==> config.mk <==
export PLATFORM = sky130hd
export DESIGN_NAME = disp_page_ctrl
export DESIGN_NICKNAME = d
export VERILOG_FILES = /design/src/rtl/disp_pkg.sv /design/src/rtl/debounce.sv /design/src/rtl/disp_page_ctrl.sv
export SDC_FILE = /design/constraint.sdc
export NUM_CORES = 1
export LEC_CHECK = 0
export ABC_AREA = 1
export BUFFER_PORTS_ARGS = -buffer_cell sky130_fd_sc_hd__clkbuf_2
export CAP_MARGIN = 20
export CORE_ASPECT_RATIO = 1.5
export CORE_MARGIN = 10
export CORE_UTILIZATION = 57
export DETAILED_ROUTE_END_ITERATION = 6
export GPL_TIMING_DRIVEN = 0
export PLACE_DENSITY = 0.82
export SKIP_LAST_GASP = 1
export SLEW_MARGIN = 20
export SYNTH_ARGS = -nofsm -noshare
export SYNTH_HDL_FRONTEND = slang
export SYNTH_SLANG_ARGS = --single-unit
==> constraint.sdc <==
create_clock -name clk -period 6.65 [get_ports clk]
set_input_delay 0.3325 -clock clk [delete_from_list [all_inputs] [get_ports clk]]
set_output_delay 0.3325 -clock clk [all_outputs]
set_load 0.02 [all_outputs]
==> src/rtl/disp_pkg.sv <==
// Shared types and constants for the display page controller.
package disp_pkg;

    localparam int unsigned WORD_W = 32;

    typedef enum logic [1:0] {
        PG_PC     = 2'd0,
        PG_INSTR  = 2'd1,
        PG_REG    = 2'd2,
        PG_RETIRE = 2'd3
    } page_t;

    typedef enum logic {
        IDLE  = 1'b0,
        RDREG = 1'b1
    } state_t;

    localparam logic [WORD_W-1:0] ERR_WORD = 32'hEEEE_EEEE;

    // Active-low decimal points: one lit point marks the page digit, all lit on error.
    function automatic logic [7:0] dp_pattern(input page_t pg, input logic err);
        return err ? 8'h00 : ~(8'b1 << pg);
    endfunction

endpackage

==> src/rtl/debounce.sv <==
// Pushbutton synchronizer, debouncer and rising-edge press pulse.
module debounce #(
    parameter int unsigned DB_W = 16
) (
    input  logic clk,
    input  logic reset,
    input  logic btn,
    output logic press
);

    localparam logic [DB_W-1:0] CNT_MAX = '1;

    logic            sync1_q;
    logic            sync2_q;
    logic            level_q;
    logic [DB_W-1:0] cnt_q;

    // Level only follows the synchronized input after it has differed for 2^DB_W cycles.
    always_ff @(posedge clk or posedge reset) begin
        if (reset) begin
            sync1_q <= 1'b0;
            sync2_q <= 1'b0;
            level_q <= 1'b0;
            cnt_q   <= '0;
            press   <= 1'b0;
        end else begin
            sync1_q <= btn;
            sync2_q <= sync1_q;
            press   <= 1'b0;
            if (sync2_q == level_q) begin
                cnt_q <= '0;
            end else if (cnt_q == CNT_MAX) begin
                level_q <= sync2_q;
                cnt_q   <= '0;
                press   <= sync2_q;
            end else begin
                cnt_q <= cnt_q + DB_W'(1);
            end
        end
    end

endmodule

==> src/rtl/disp_page_ctrl.sv <==
// Debug display controller: selects a page, refreshes the shown word, fetches registers.
module disp_page_ctrl
    import disp_pkg::*;
#(
    parameter int unsigned REF_W = 20,
    parameter int unsigned ROT_W = 27,
    parameter int unsigned DB_W  = 16,
    parameter int unsigned TMO   = 64
) (
    input  logic        clk,
    input  logic        reset,
    input  logic        btn_next,
    input  logic        auto_en,
    input  logic        freeze,
    input  logic [31:0] pc,
    input  logic [31:0] instr,
    input  logic        retire,
    input  logic [4:0]  dbg_addr,
    output logic        rf_req,
    output logic [4:0]  rf_addr,
    input  logic        rf_ack,
    input  logic [31:0] rf_data,
    output logic [3:0]  hex7,
    output logic [3:0]  hex6,
    output logic [3:0]  hex5,
    output logic [3:0]  hex4,
    output logic [3:0]  hex3,
    output logic [3:0]  hex2,
    output logic [3:0]  hex1,
    output logic [3:0]  hex0,
    output logic [7:0]  dp_out,
    output logic [1:0]  page
);

    localparam int unsigned    TMO_W    = (TMO > 1) ? $clog2(TMO) : 1;
    localparam logic [TMO_W-1:0] TMO_LAST = TMO_W'(TMO - 1);

    state_t            state_q,   state_d;
    page_t             page_q,    page_d;
    logic [REF_W-1:0]  ref_q,     ref_d;
    logic [ROT_W-1:0]  rot_q,     rot_d;
    logic [TMO_W-1:0]  tmo_q,     tmo_d;
    logic [WORD_W-1:0] word_q,    word_d;
    logic [WORD_W-1:0] retire_cnt_q, retire_cnt_d;
    logic              err_q,     err_d;
    logic [7:0]        dp_q,      dp_d;
    logic              rf_req_q,  rf_req_d;
    logic [4:0]        rf_addr_q, rf_addr_d;
    logic              pend_q,    pend_d;
    logic              stale_q,   stale_d;
    logic              pg_chg_q,  pg_chg_d;
    logic              frz_q;

    logic              press;
    logic              ref_wrap;
    logic              rot_wrap;
    logic              advance;
    logic              frz_fall;
    logic              trig;
    logic              discard;
    logic [WORD_W-1:0] src_word;

    // Debounced page-advance button.
    debounce #(.DB_W(DB_W)) u_debounce (
        .clk   (clk),
        .reset (reset),
        .btn   (btn_next),
        .press (press)
    );

    assign ref_wrap = (ref_q == '1);
    assign rot_wrap = auto_en && (rot_q == '1);
    assign advance  = press || rot_wrap;
    assign frz_fall = frz_q && !freeze;
    assign trig     = (ref_wrap || pg_chg_q || frz_fall) && !freeze;
    // A read that straddles a page change or a freeze no longer belongs on the display.
    assign discard  = stale_q || pg_chg_q || freeze;

    // Source word for the directly readable pages.
    always_comb begin
        src_word = retire_cnt_q;
        case (page_q)
            PG_PC:    src_word = pc;
            PG_INSTR: src_word = instr;
            default:  src_word = retire_cnt_q;
        endcase
    end

    // Next-state and datapath update.
    always_comb begin
        state_d      = state_q;
        page_d       = page_q;
        ref_d        = ref_q + REF_W'(1);
        rot_d        = rot_q;
        tmo_d        = tmo_q;
        word_d       = word_q;
        retire_cnt_d = retire_cnt_q + WORD_W'(retire);
        err_d        = err_q;
        rf_addr_d    = rf_addr_q;
        pend_d       = pend_q;
        stale_d      = stale_q;
        pg_chg_d     = advance;

        if (press) begin
            rot_d = '0;
        end else if (auto_en) begin
            rot_d = rot_q + ROT_W'(1);
        end

        if (advance) begin
            page_d = page_t'(page_q + 2'd1);
        end

        case (state_q)
            IDLE: begin
                if ((trig || pend_q) && !freeze) begin
                    pend_d = 1'b0;
                    if (page_q == PG_REG) begin
                        state_d   = RDREG;
                        rf_addr_d = dbg_addr;
                        tmo_d     = '0;
                        stale_d   = 1'b0;
                    end else begin
                        word_d = src_word;
                        err_d  = 1'b0;
                    end
                end
            end
            default: begin
                pend_d = pend_q || trig;
                if (pg_chg_q) begin
                    stale_d = 1'b1;
                end
                if (rf_ack) begin
                    state_d = IDLE;
                    if (!discard) begin
                        word_d = rf_data;
                        err_d  = 1'b0;
                    end
                end else if (tmo_q == TMO_LAST) begin
                    state_d = IDLE;
                    if (!discard) begin
                        word_d = ERR_WORD;
                        err_d  = 1'b1;
                    end
                end else begin
                    tmo_d = tmo_q + TMO_W'(1);
                end
            end
        endcase

        rf_req_d = (state_d == RDREG);
        dp_d     = dp_pattern(page_d, err_d);
    end

    // State and output registers.
    always_ff @(posedge clk or posedge reset) begin
        if (reset) begin
            state_q      <= IDLE;
            page_q       <= PG_PC;
            ref_q        <= '0;
            rot_q        <= '0;
            tmo_q        <= '0;
            word_q       <= '0;
            retire_cnt_q <= '0;
            err_q        <= 1'b0;
            dp_q         <= 8'hFE;
            rf_req_q     <= 1'b0;
            rf_addr_q    <= '0;
            pend_q       <= 1'b0;
            stale_q      <= 1'b0;
            pg_chg_q     <= 1'b0;
            frz_q        <= 1'b0;
        end else begin
            state_q      <= state_d;
            page_q       <= page_d;
            ref_q        <= ref_d;
            rot_q        <= rot_d;
            tmo_q        <= tmo_d;
            word_q       <= word_d;
            retire_cnt_q <= retire_cnt_d;
            err_q        <= err_d;
            dp_q         <= dp_d;
            rf_req_q     <= rf_req_d;
            rf_addr_q    <= rf_addr_d;
            pend_q       <= pend_d;
            stale_q      <= stale_d;
            pg_chg_q     <= pg_chg_d;
            frz_q        <= freeze;
        end
    end

    assign rf_req  = rf_req_q;
    assign rf_addr = rf_addr_q;
    assign dp_out  = dp_q;
    assign page    = page_q;
    assign hex7    = word_q[31:28];
    assign hex6    = word_q[27:24];
    assign hex5    = word_q[23:20];
    assign hex4    = word_q[19:16];
    assign hex3    = word_q[15:12];
    assign hex2    = word_q[11:8];
    assign hex1    = word_q[7:4];
    assign hex0    = word_q[3:0];

endmodule

==> impl_metrics.csv, run 1 <==
group,metric,value,unit
timing,hold_viol_final,0,
placed_design,hpwlAfterDp,16970,µm
timing,fin_ws,4.435,ns
placed_design,routabilityCongestion,0.9148,
timing,worst_slew_pin_slew,0.6490,ns
floorplanning,fp.dieArea,19720,µm²
worst_setup_path,path_class,"reg2reg",
clock_tree,clk_latency,0.43,ns
detailed_routing,viasPerCell,5.421,
timing,period_needed,2.215,ns
placed_design,placed_cells,1354,
cells_and_area,final_layout_size_suffix_gt1_frac,0.2207,
timing,relSlewSlack,0.5674,
synth,async_flop_share,1.000,
clock_tree,cts_tree,"built",
worst_setup_path,cp_data_arrival_time,2.59,ns
synth,postSynthAreaPerCell,8.171,µm²
floorplanning,die_x,118.1,µm
clock_tree,cts_buffers,17,
synth,synth_area,8220,µm²
worst_setup_path,endpoint_kind,"flop",
detailed_routing,wl_per_cell,16.06,µm
floorplanning,start_util,0.5847,
worst_setup_path,r2r-start,"page[1]",
timing,rsz0062_at_grt,"false",
timing,fin_tns_setup,0,ns
global_routing,overflow,0,
clock_tree,clk_pin_slew,0.06,ns
clock_tree,clk_path_buf_depth,2,
detailed_routing,vias,7524,
clock_tree,cts-resized-gates,0,
timing,setup_viol,0,
clock_tree,root_buffer,"clkbuf_16",
detailed_routing,first_pass_iters,6,
detailed_routing,detail-route-antenna-nets,0,
worst_setup_path,regToRegSetupSlack,4.43,ns
synth,syn_inst,1006,
global_routing,antenna_found_initial,0,
timing,fmax,451.4,MHz
cells_and_area,fin_area,9901,µm²
worst_setup_path,crit_fanout,10,
worst_setup_path,startpoint_type,"flop",
min_path,holdPathStages,1,
cells_and_area,stdcell_count,1388,
timing,maxSlewViolCount,0,
placed_design,io_buffers,155,
global_routing,grt_usage,0.2263,
timing,fin_crit_sh,0.3332,
outcome,status,"finished clean",
detailed_routing,drt_iter0_markers,632,
floorplanning,core,14060,µm²
floorplanning,die-height,167.1,µm
cells_and_area,diodes,0,
floorplanning,rows,53,
clock_tree,cts.sinks,155,
synth,ys_ff_latch,155,
synth,yosys_warnings,0,
placed_design,dp_slack,4.555,ns
global_routing,grt_max_degree,90,
synth,syn_nets,1123,
worst_setup_path,r2r-end,"word_q[4]",
synth,ys_types,47,
cells_and_area,final_util,0.7043,
worst_setup_path,reg2reg_depth,10,
cells_and_area,final_cell_mix,"nand2_1, clkbuf_2, dfrtp_1",
synth,seq_area_frac_synth,0.4725,
clock_tree,htreeDepth,4,
cells_and_area,final_nets,1300,
clock_tree,ctsHoldBuffers,2,
synth,synth_top_flop_cell,"dfrtp_1",
global_routing,grt_first_pass_wirelength,36760,µm
power,leakagePower,5.004,nW
min_path,hold_class,"in2reg",
cells_and_area,fillers,1120,
cells_and_area,mostFrequentLayoutCell,"nand2_1",
placed_design,dpl_cell_area,9271,µm²
worst_setup_path,crit_required,7.02,ns
min_path,hold_start,"freeze",
cells_and_area,area_growth,20.44,%
power,vdd_drop_max,169.3,µV
power,powerDensity,235.1,nW/µm²
detailed_routing,wl,22290,µm
flow_run,maxCapViolCount,0,
detailed_routing,drc,0,
clock_tree,cts_setup_buffers,0,
synth,synth_edf_count,0,
floorplanning,io_pins,156,
global_routing,grt_pass1_vias,7771,
timing,fin_worst_skew,0.009880,ns
min_path,min_to,"frz_q",
stage by stage:
stage | power (mW) | hold slack (ns)
after global placement | 1.324 | 0.3323
after floorplan | 1.231 | 0.3312
final | 2.327 | 0.07624
after detailed placement | 1.337 | 0.3402
after CTS | 2.338 | 0.06763
after global routing | 2.419 | 0.07015
cells in the mapped netlist (9+ instances only):
| cell type | n | share of area |
|---|---|---|
| clkbuf_1 | 14 | 0.0064 |
| o21ai_0 | 22 | 0.013 |
| nand4_1 | 15 | 0.011 |
| a221oi_1 | 9 | 0.0096 |
| nor2_1 | 107 | 0.049 |
| nand2_1 | 277 | 0.13 |
| a21oi_1 | 51 | 0.031 |
| a31oi_1 | 20 | 0.015 |
| xnor2_1 | 20 | 0.021 |
| ha_1 | 9 | 0.014 |
| nor3_1 | 24 | 0.015 |
| inv_1 | 84 | 0.038 |
| dfrtp_1 | 151 | 0.46 |
| xor2_1 | 39 | 0.042 |
| nand3_1 | 68 | 0.041 |
state kept, by name, indices dropped and copies added (netlist names), named ones only:
register / cells
ref_q: 20
pend_q: 1
u_debounce.cnt_q: 16
u_debounce.level_q: 1
u_debounce.sync1_q: 1
tmo_q: 6
word_q: 32
page: 2
u_debounce.press: 1
retire_cnt_q: 32
u_debounce.sync2_q: 1
dp_out: 5
rf_req: 1
frz_q: 1
pg_chg_q: 1
rf_addr: 5
stale_q: 1
rot_q: 27
power by group:
part / total, mW / internal (mW) / switching [mW]
sequential: 1.07 / 1.01 / 0.0605
combinational: 0.254 / 0.102 / 0.152
clock: 1.01 / 0.603 / 0.402
total: 2.33 / 1.71 / 0.614
layer usage:
layer  track usage  vias to the layer above  share of wire
met5             0                        -              0
met4       0.09061                        0          0.034
met3       0.05381                       67          0.065
met2        0.4237                      310           0.52
met1        0.2355                     3516           0.38
li1              -                     3631              -
final cells by class:
cell class	count	area, µm²	share of cell area
Buffer	34	193.9	0.01959
Clock buffer	19	442.9	0.04474
Clock inverter	13	166.4	0.01681
Inverter	89	344.1	0.03475
Multi-Input combinational cell	728	3806	0.3844
Sequential cell	155	3884	0.3923
Tap cell	192	240.2	0.02426
Timing Repair Buffer	158	823.3	0.08315
kinds of logic (layout without fill, tap and decap cells):
group / after synthesis / after routing / share of synthesized area
XOR/XNOR: 59 / 59 / 0.06286
adder cells (fa/ha/maj): 9 / 9 / 0.01370
multiplexers: 1 / 1 / 0.001370
flip-flops: 155 / 155 / 0.4724
AO/OA/AOI/OAI: 109 / 109 / 0.07732
buffers and inverters: 123 / 313 / 0.06453
AND/OR/NAND/NOR: 550 / 550 / 0.3078
worst max-delay path by stage:
stage	endpoint	cells past startpoint	start	slack, ns
after floorplan	asynchronous set/reset pin	1	reset	2.15
after global placement	word_q[18]	2	reset	0.46
after detailed placement	word_q[20]	9	page[1]	4.56
after CTS	word_q[8]	9	page[0]	4.53
after global routing	word_q[4]	10	page[1]	4.31
final	word_q[4]	10	page[1]	4.43
worst max-delay path, stage by stage, from the launching register on:
cell and delay [ns]:
dfrtp_1 0.39, inv_1 0.10, ha_1 0.20, clkbuf_1 0.26, clkbuf_1 0.50, nand2_1 0.12
nand2_1 0.12, a21oi_1 0.04, o21ai_0 0.22, nand3_1 0.12, nand2_1 0.08
No activity file was read; power rests on OpenSTA's default activity.
==> inputs of run 2 (changes only) <==
--- a/config.mk
+++ b/config.mk
@@ -10,10 +10,10 @@
 export CAP_MARGIN = 20
 export CORE_ASPECT_RATIO = 1.5
 export CORE_MARGIN = 10
-export CORE_UTILIZATION = 57
+export CORE_UTILIZATION = 56
 export DETAILED_ROUTE_END_ITERATION = 6
 export GPL_TIMING_DRIVEN = 0
-export PLACE_DENSITY = 0.82
+export PLACE_DENSITY = 0.81
 export SKIP_LAST_GASP = 1
 export SLEW_MARGIN = 20
 export SYNTH_ARGS = -nofsm -noshare
==> constraint.sdc (replaced) <==
create_clock -name clk -period 2.22 [get_ports clk]
set_input_delay 0.111 -clock clk [delete_from_list [all_inputs] [get_ports clk]]
set_output_delay 0.111 -clock clk [all_outputs]
set_load 0.02 [all_outputs]
==> impl_metrics.csv, run 2 (synthesis gave the netlist of run 1 again) <==
group,metric,value,unit
power,power.switching,1.863,mW
floorplanning,io_pins,156,
global_routing,grt_max_degree,35,
worst_setup_path,reg2reg_depth,8,
detailed_routing,wl,22540,µm
placed_design,io_buffers,155,
timing,fmax,462.8,MHz
min_path,hold_class,"in2reg",
power,p_clk_frac,0.433,
global_routing,grt_usage,0.2233,
global_routing,antenna_found_initial,1,
cells_and_area,final_nets,1312,
detailed_routing,detail-route-antenna-nets,0,
placed_design,dp_slack,0.04736,ns
timing,fin_worst_skew,0.01065,ns
clock_tree,clk_pin_slew,0.06,ns
timing,fin_ws,0.05916,ns
cells_and_area,regArea,3884,µm²
detailed_routing,first_pass_iters,5,
cells_and_area,largestRegisters,"retire_cnt_q: 32 flops, word_q: 32 flops, rot_q: 27 flops",
timing,worst_slew_pin_slew,0.6424,ns
cells_and_area,area_growth,22.80,%
worst_setup_path,crit_fanout,10,
cells_and_area,final_layout_size_suffix_gt1_frac,0.2268,
min_path,min_to,"word_q[12]",
clock_tree,root_buffer,"clkbuf_16",
clock_tree,clk_path_buf_depth,2,
cells_and_area,final_cell_mix,"nand2_1, clkbuf_2, dfrtp_1",
detailed_routing,viasPerCell,5.396,
detailed_routing,drc,0,
cells_and_area,mostFrequentLayoutCell,"nand2_1",
global_routing,grt_first_pass_wirelength,36870,µm
cells_and_area,fin_area,10090,µm²
min_path,holdPathStages,5,
power,sw_frac_of_total,0.2647,
timing,maxSlewViolCount,0,
global_routing,overflow,0,
global_routing,grt_pass1_vias,7745,
cells_and_area,fillers,1164,
timing,setup_viol,0,
floorplanning,die-height,168.4,µm
placed_design,routabilityCongestion,0.8896,
outcome,status,"finished clean",
worst_setup_path,regToRegSetupSlack,0.06,ns
timing,period_needed,2.161,ns
power,power_frac_comb,0.112,
worst_setup_path,startpoint_type,"flop",
power,intPower,5.174,mW
cells_and_area,multi_input_area,3814,µm²
worst_setup_path,crit_required,2.59,ns
flow_run,maxCapViolCount,0,
power,power_frac_seq,0.454,
timing,relSlewSlack,0.5717,
min_path,hold_start,"rf_data[12]",
placed_design,hpwlAfterDp,17320,µm
worst_setup_path,r2r-start,"page[0]",
placed_design,placed_cells,1362,
timing,fin_crit_sh,0.9734,
power,powerDensity,697.1,nW/µm²
detailed_routing,wl_per_cell,16.05,µm
power,vdd_drop_max,577.2,µV
clock_tree,clk_latency,0.43,ns
worst_setup_path,cp_data_arrival_time,2.53,ns
floorplanning,rows,54,
floorplanning,die_x,118.9,µm
power,leakagePower,5.096,nW
worst_setup_path,path_class,"reg2reg",
timing,rsz0062_at_grt,"true",
placed_design,dpl_cell_area,9360,µm²
worst_setup_path,endpoint_kind,"flop",
floorplanning,start_util,0.5685,
floorplanning,core,14460,µm²
clock_tree,cts_tree,"built",
floorplanning,fp.dieArea,20030,µm²
clock_tree,cts.sinks,155,
cells_and_area,stdcell_count,1405,
timing,hold_viol_final,0,
clock_tree,cts_buffers,17,
detailed_routing,vias,7582,
worst_setup_path,r2r-end,"word_q[15]",
clock_tree,cts_setup_buffers,0,
clock_tree,htreeDepth,4,
detailed_routing,drt_iter0_markers,694,
run 2: critical path, cell delays in order, from the launching register on:
cell,delay [ns]
dfrtp_1,0.41
inv_1,0.11
ha_1,0.22
clkbuf_1,0.24
clkbuf_1,0.51
nand2_1,0.11
a31oi_1,0.31
nand3_1,0.11
nand2_1,0.07
run 2: power groups by stage:
stage	Combinational [mW]	Sequential (mW)	Clock, mW
2_1_floorplan	0.406	3.28	0
3_3_place_gp	0.728	3.23	0
3_5_place_dp	0.777	3.24	0
4_1_cts	0.796	3.19	3.08
5_1_grt	0.888	3.22	3.20
6_report	0.791	3.20	3.05
run 2: cell type report:
class,instances,area share
clock buffer,18,0.04351
timing repair buffer,170,0.09817
inverter,89,0.03371
antenna,1,0.0002479
clock inverter,14,0.01810
sequential,155,0.3847
buffer,34,0.01946
tap,196,0.02429
multi-input combinational,728,0.3778
run 2: how the worst max path moves through the flow:
stage            start                    endpoint  slack (ns)  cells after the start
6_report       page[0]                  word_q[15]        0.06                      8
5_1_grt        page[0]                  word_q[10]       -0.04                      8
4_1_cts        page[1]                  word_q[20]        0.02                      9
3_5_place_dp   page[1]                  word_q[20]        0.05                      9
3_3_place_gp     reset                  word_q[23]       -0.80                      2
2_1_floorplan    reset  asynchronous set/reset pin        0.15                      1
run 2: per-stage QoR:
stage / setup TNS [ns] / total power, mW / hold WS [ns] / utilization
2_1_floorplan: 0 / 3.688 / 0.1424 / -
3_3_place_gp: -118.82 / 3.961 / 0.2188 / 0.6394
3_5_place_dp: 0 / 4.022 / 0.1301 / 0.6474
4_1_cts: 0 / 7.067 / 0.02289 / 0.6973
5_1_grt: -0.08329 / 7.303 / 0.06071 / 0.6982
6_report: 0 / 7.037 / 0.02790 / 0.6982
run 2: per-layer routing:
layer,GRT usage,vias up,part of all wire
li1,-,3664,-
met1,0.2378,3564,0.38
met2,0.4112,298,0.53
met3,0.04821,56,0.061
met4,0.09856,0,0.030
met5,0,-,0
run 2: what timing repair did:
action | in CTS | in global routing
gates resized for setup | 0 | 7
endpoints found under the hold margin | 60 | 0
hold buffers | 10 | 0
endpoints found under the setup margin | 0 | 15
==> inputs of run 3 (changes only) <==
--- a/config.mk
+++ b/config.mk
@@ -14,6 +14,7 @@
 export DETAILED_ROUTE_END_ITERATION = 6
 export GPL_TIMING_DRIVEN = 0
 export PLACE_DENSITY = 0.81
+export REMOVE_ABC_BUFFERS = 1
 export SKIP_LAST_GASP = 1
 export SLEW_MARGIN = 20
 export SYNTH_ARGS = -nofsm -noshare
==> impl_metrics.csv, run 3 (synthesis gave the netlist of run 1 again) <==
group,metric,value,unit
worst_setup_path,r2r-end,"word_q[24]",
min_path,hold_class,"in2reg",
global_routing,grt_pass1_vias,7526,
min_path,min_to,"word_q[12]",
floorplanning,start_util,0.5685,
power,leakagePower,4.994,nW
detailed_routing,detail-route-antenna-nets,0,
worst_setup_path,crit_required,2.59,ns
timing,period_needed,2.054,ns
clock_tree,root_buffer,"clkbuf_16",
cells_and_area,final_layout_size_suffix_gt1_frac,0.2170,
placed_design,hpwlAfterDp,14970,µm
min_path,holdPathStages,5,
placed_design,placed_cells,1326,
detailed_routing,wl,21300,µm
detailed_routing,vias,7257,
worst_setup_path,r2r-start,"rf_req",
worst_setup_path,reg2reg_depth,10,
cells_and_area,diodes,0,
worst_setup_path,startpoint_type,"flop",
timing,fin_crit_sh,0.9250,
global_routing,antenna_found_initial,0,
timing,fin_worst_skew,0.01060,ns
global_routing,grt_first_pass_wirelength,35980,µm
timing,maxSlewViolCount,0,
floorplanning,core,14460,µm²
worst_setup_path,crit_fanout,32,
detailed_routing,viasPerCell,5.293,
clock_tree,clk_path_buf_depth,2,
timing,hold_viol_final,0,
floorplanning,die_x,118.9,µm
cells_and_area,largestRegisters,"retire_cnt_q: 32 flops, word_q: 32 flops, rot_q: 27 flops",
min_path,hold_start,"rf_data[12]",
detailed_routing,first_pass_iters,5,
clock_tree,htreeDepth,4,
cells_and_area,final_cell_mix,"nand2_1, clkbuf_2, dfrtp_1",
detailed_routing,wl_per_cell,15.53,µm
timing,setup_viol,0,
cells_and_area,mostFrequentLayoutCell,"nand2_1",
floorplanning,die-height,168.4,µm
clock_tree,cts_tree,"built",
global_routing,grt_max_degree,86,
timing,fmax,487.0,MHz
detailed_routing,drc,0,
clock_tree,clk_pin_slew,0.06,ns
floorplanning,rows,54,
worst_setup_path,cp_data_arrival_time,2.42,ns
floorplanning,io_pins,156,
power,powerDensity,707.1,nW/µm²
flow_run,maxCapViolCount,0,
cells_and_area,final_util,0.6876,
timing,rsz0062_at_grt,"true",
power,vdd_drop_max,553.6,µV
placed_design,routabilityCongestion,0.8817,
power,p_total,7.030,mW
timing,fin_tns_setup,0,ns
global_routing,grt_usage,0.2169,
outcome,status,"finished clean",
worst_setup_path,path_class,"reg2reg",
timing,worst_slew_pin_slew,0.6791,ns
floorplanning,fp.dieArea,20030,µm²
detailed_routing,drt_iter0_markers,394,
worst_setup_path,endpoint_kind,"flop",
cells_and_area,final_nets,1279,
cells_and_area,area_growth,20.94,%
timing,relSlewSlack,0.5468,
cells_and_area,fillers,1235,
cells_and_area,stdcell_count,1371,
worst_setup_path,regToRegSetupSlack,0.17,ns
placed_design,io_buffers,155,
clock_tree,clk_latency,0.43,ns
clock_tree,cts.sinks,155,
global_routing,overflow,0,
clock_tree,cts_buffers,17,
[run 3: cell types whose count changed in the layout (fill, tap and decap cells not counted), moves of 3 or more]
cell	previous run	this run
buf_12	3	0
buf_2	8	0
buf_4	7	0
clkbuf_1	12	1
clkinv_4	5	2
buf_6	4	1
[run 3: metrics by stage]
stage               setup WS [ns]  instance area (µm²)  hold WS, ns
floorplan                  -2.063                 8026       0.1424
global placement           -3.724                 9047       0.2399
detailed placement        -0.5081                 9139       0.2353
CTS                       0.06055                 9922      0.02079
global route            -0.007812                 9942      0.04795
finish                     0.1665                 9942      0.02523
[run 3: timing repair]
action,CTS,global route
cloned,1,0
endpoints found under the setup margin,32,32
hold buffers,10,0
gates resized for setup,6,1
hold endpoints to repair,89,0
pin swaps,1,1
setup buffers,1,1
[run 3: how the worst max path moves through the flow]
stage	slack (ns)	startpoint	end	cells after the start
floorplan	-2.06	reset	asynchronous set/reset pin	1
global placement	-3.72	reset	word_q[1]	2
detailed placement	-0.51	rf_req	word_q[16]	6
CTS	0.06	ref_q[0]	word_q[24]	10
global route	-0.008	page[0]	word_q[22]	10
finish	0.17	rf_req	word_q[24]	10
[run 3: layout make-up]
type                            count  area (µm²)  area share
Clock inverter                     14       193.9     0.01951
Clock buffer                       18       429.2     0.04317
Tap cell                          196       245.2     0.02467
Timing Repair Buffer              170       972.2     0.09778
Sequential cell                   155        3887      0.3910
Multi-Input combinational cell    729        3870      0.3893
Inverter                           89       344.1     0.03461
[run 3: power by group]
part / switching, mW / total (mW) / leakage [nW] / internal (mW)
Clock: 1.19 / 3.08 / 0.301 / 1.89
Sequential: 0.173 / 3.19 / 2.02 / 3.02
Combinational: 0.458 / 0.762 / 2.68 / 0.304
[run 3: metal layers]
metal / GRT usage / wire (µm) / vias up
met5: 0 / 0 / -
li1: - / - / 3570
met4: 0.09377 / 719 / 0
met2: 0.3838 / 11210 / 224
met1: 0.2406 / 8293 / 3404
met3: 0.05457 / 1074 / 59
[run 3: critical path: stages, from the launching register on]
cell	delay (ns)
dfrtp_4	0.58
inv_4	0.13
nor2_1	0.14
inv_1	0.06
nor2_1	0.29
nor3_4	0.06
buf_8	0.17
buf_16	0.17
nand2_8	0.20
nand2_1	0.09
nand2_1	0.06
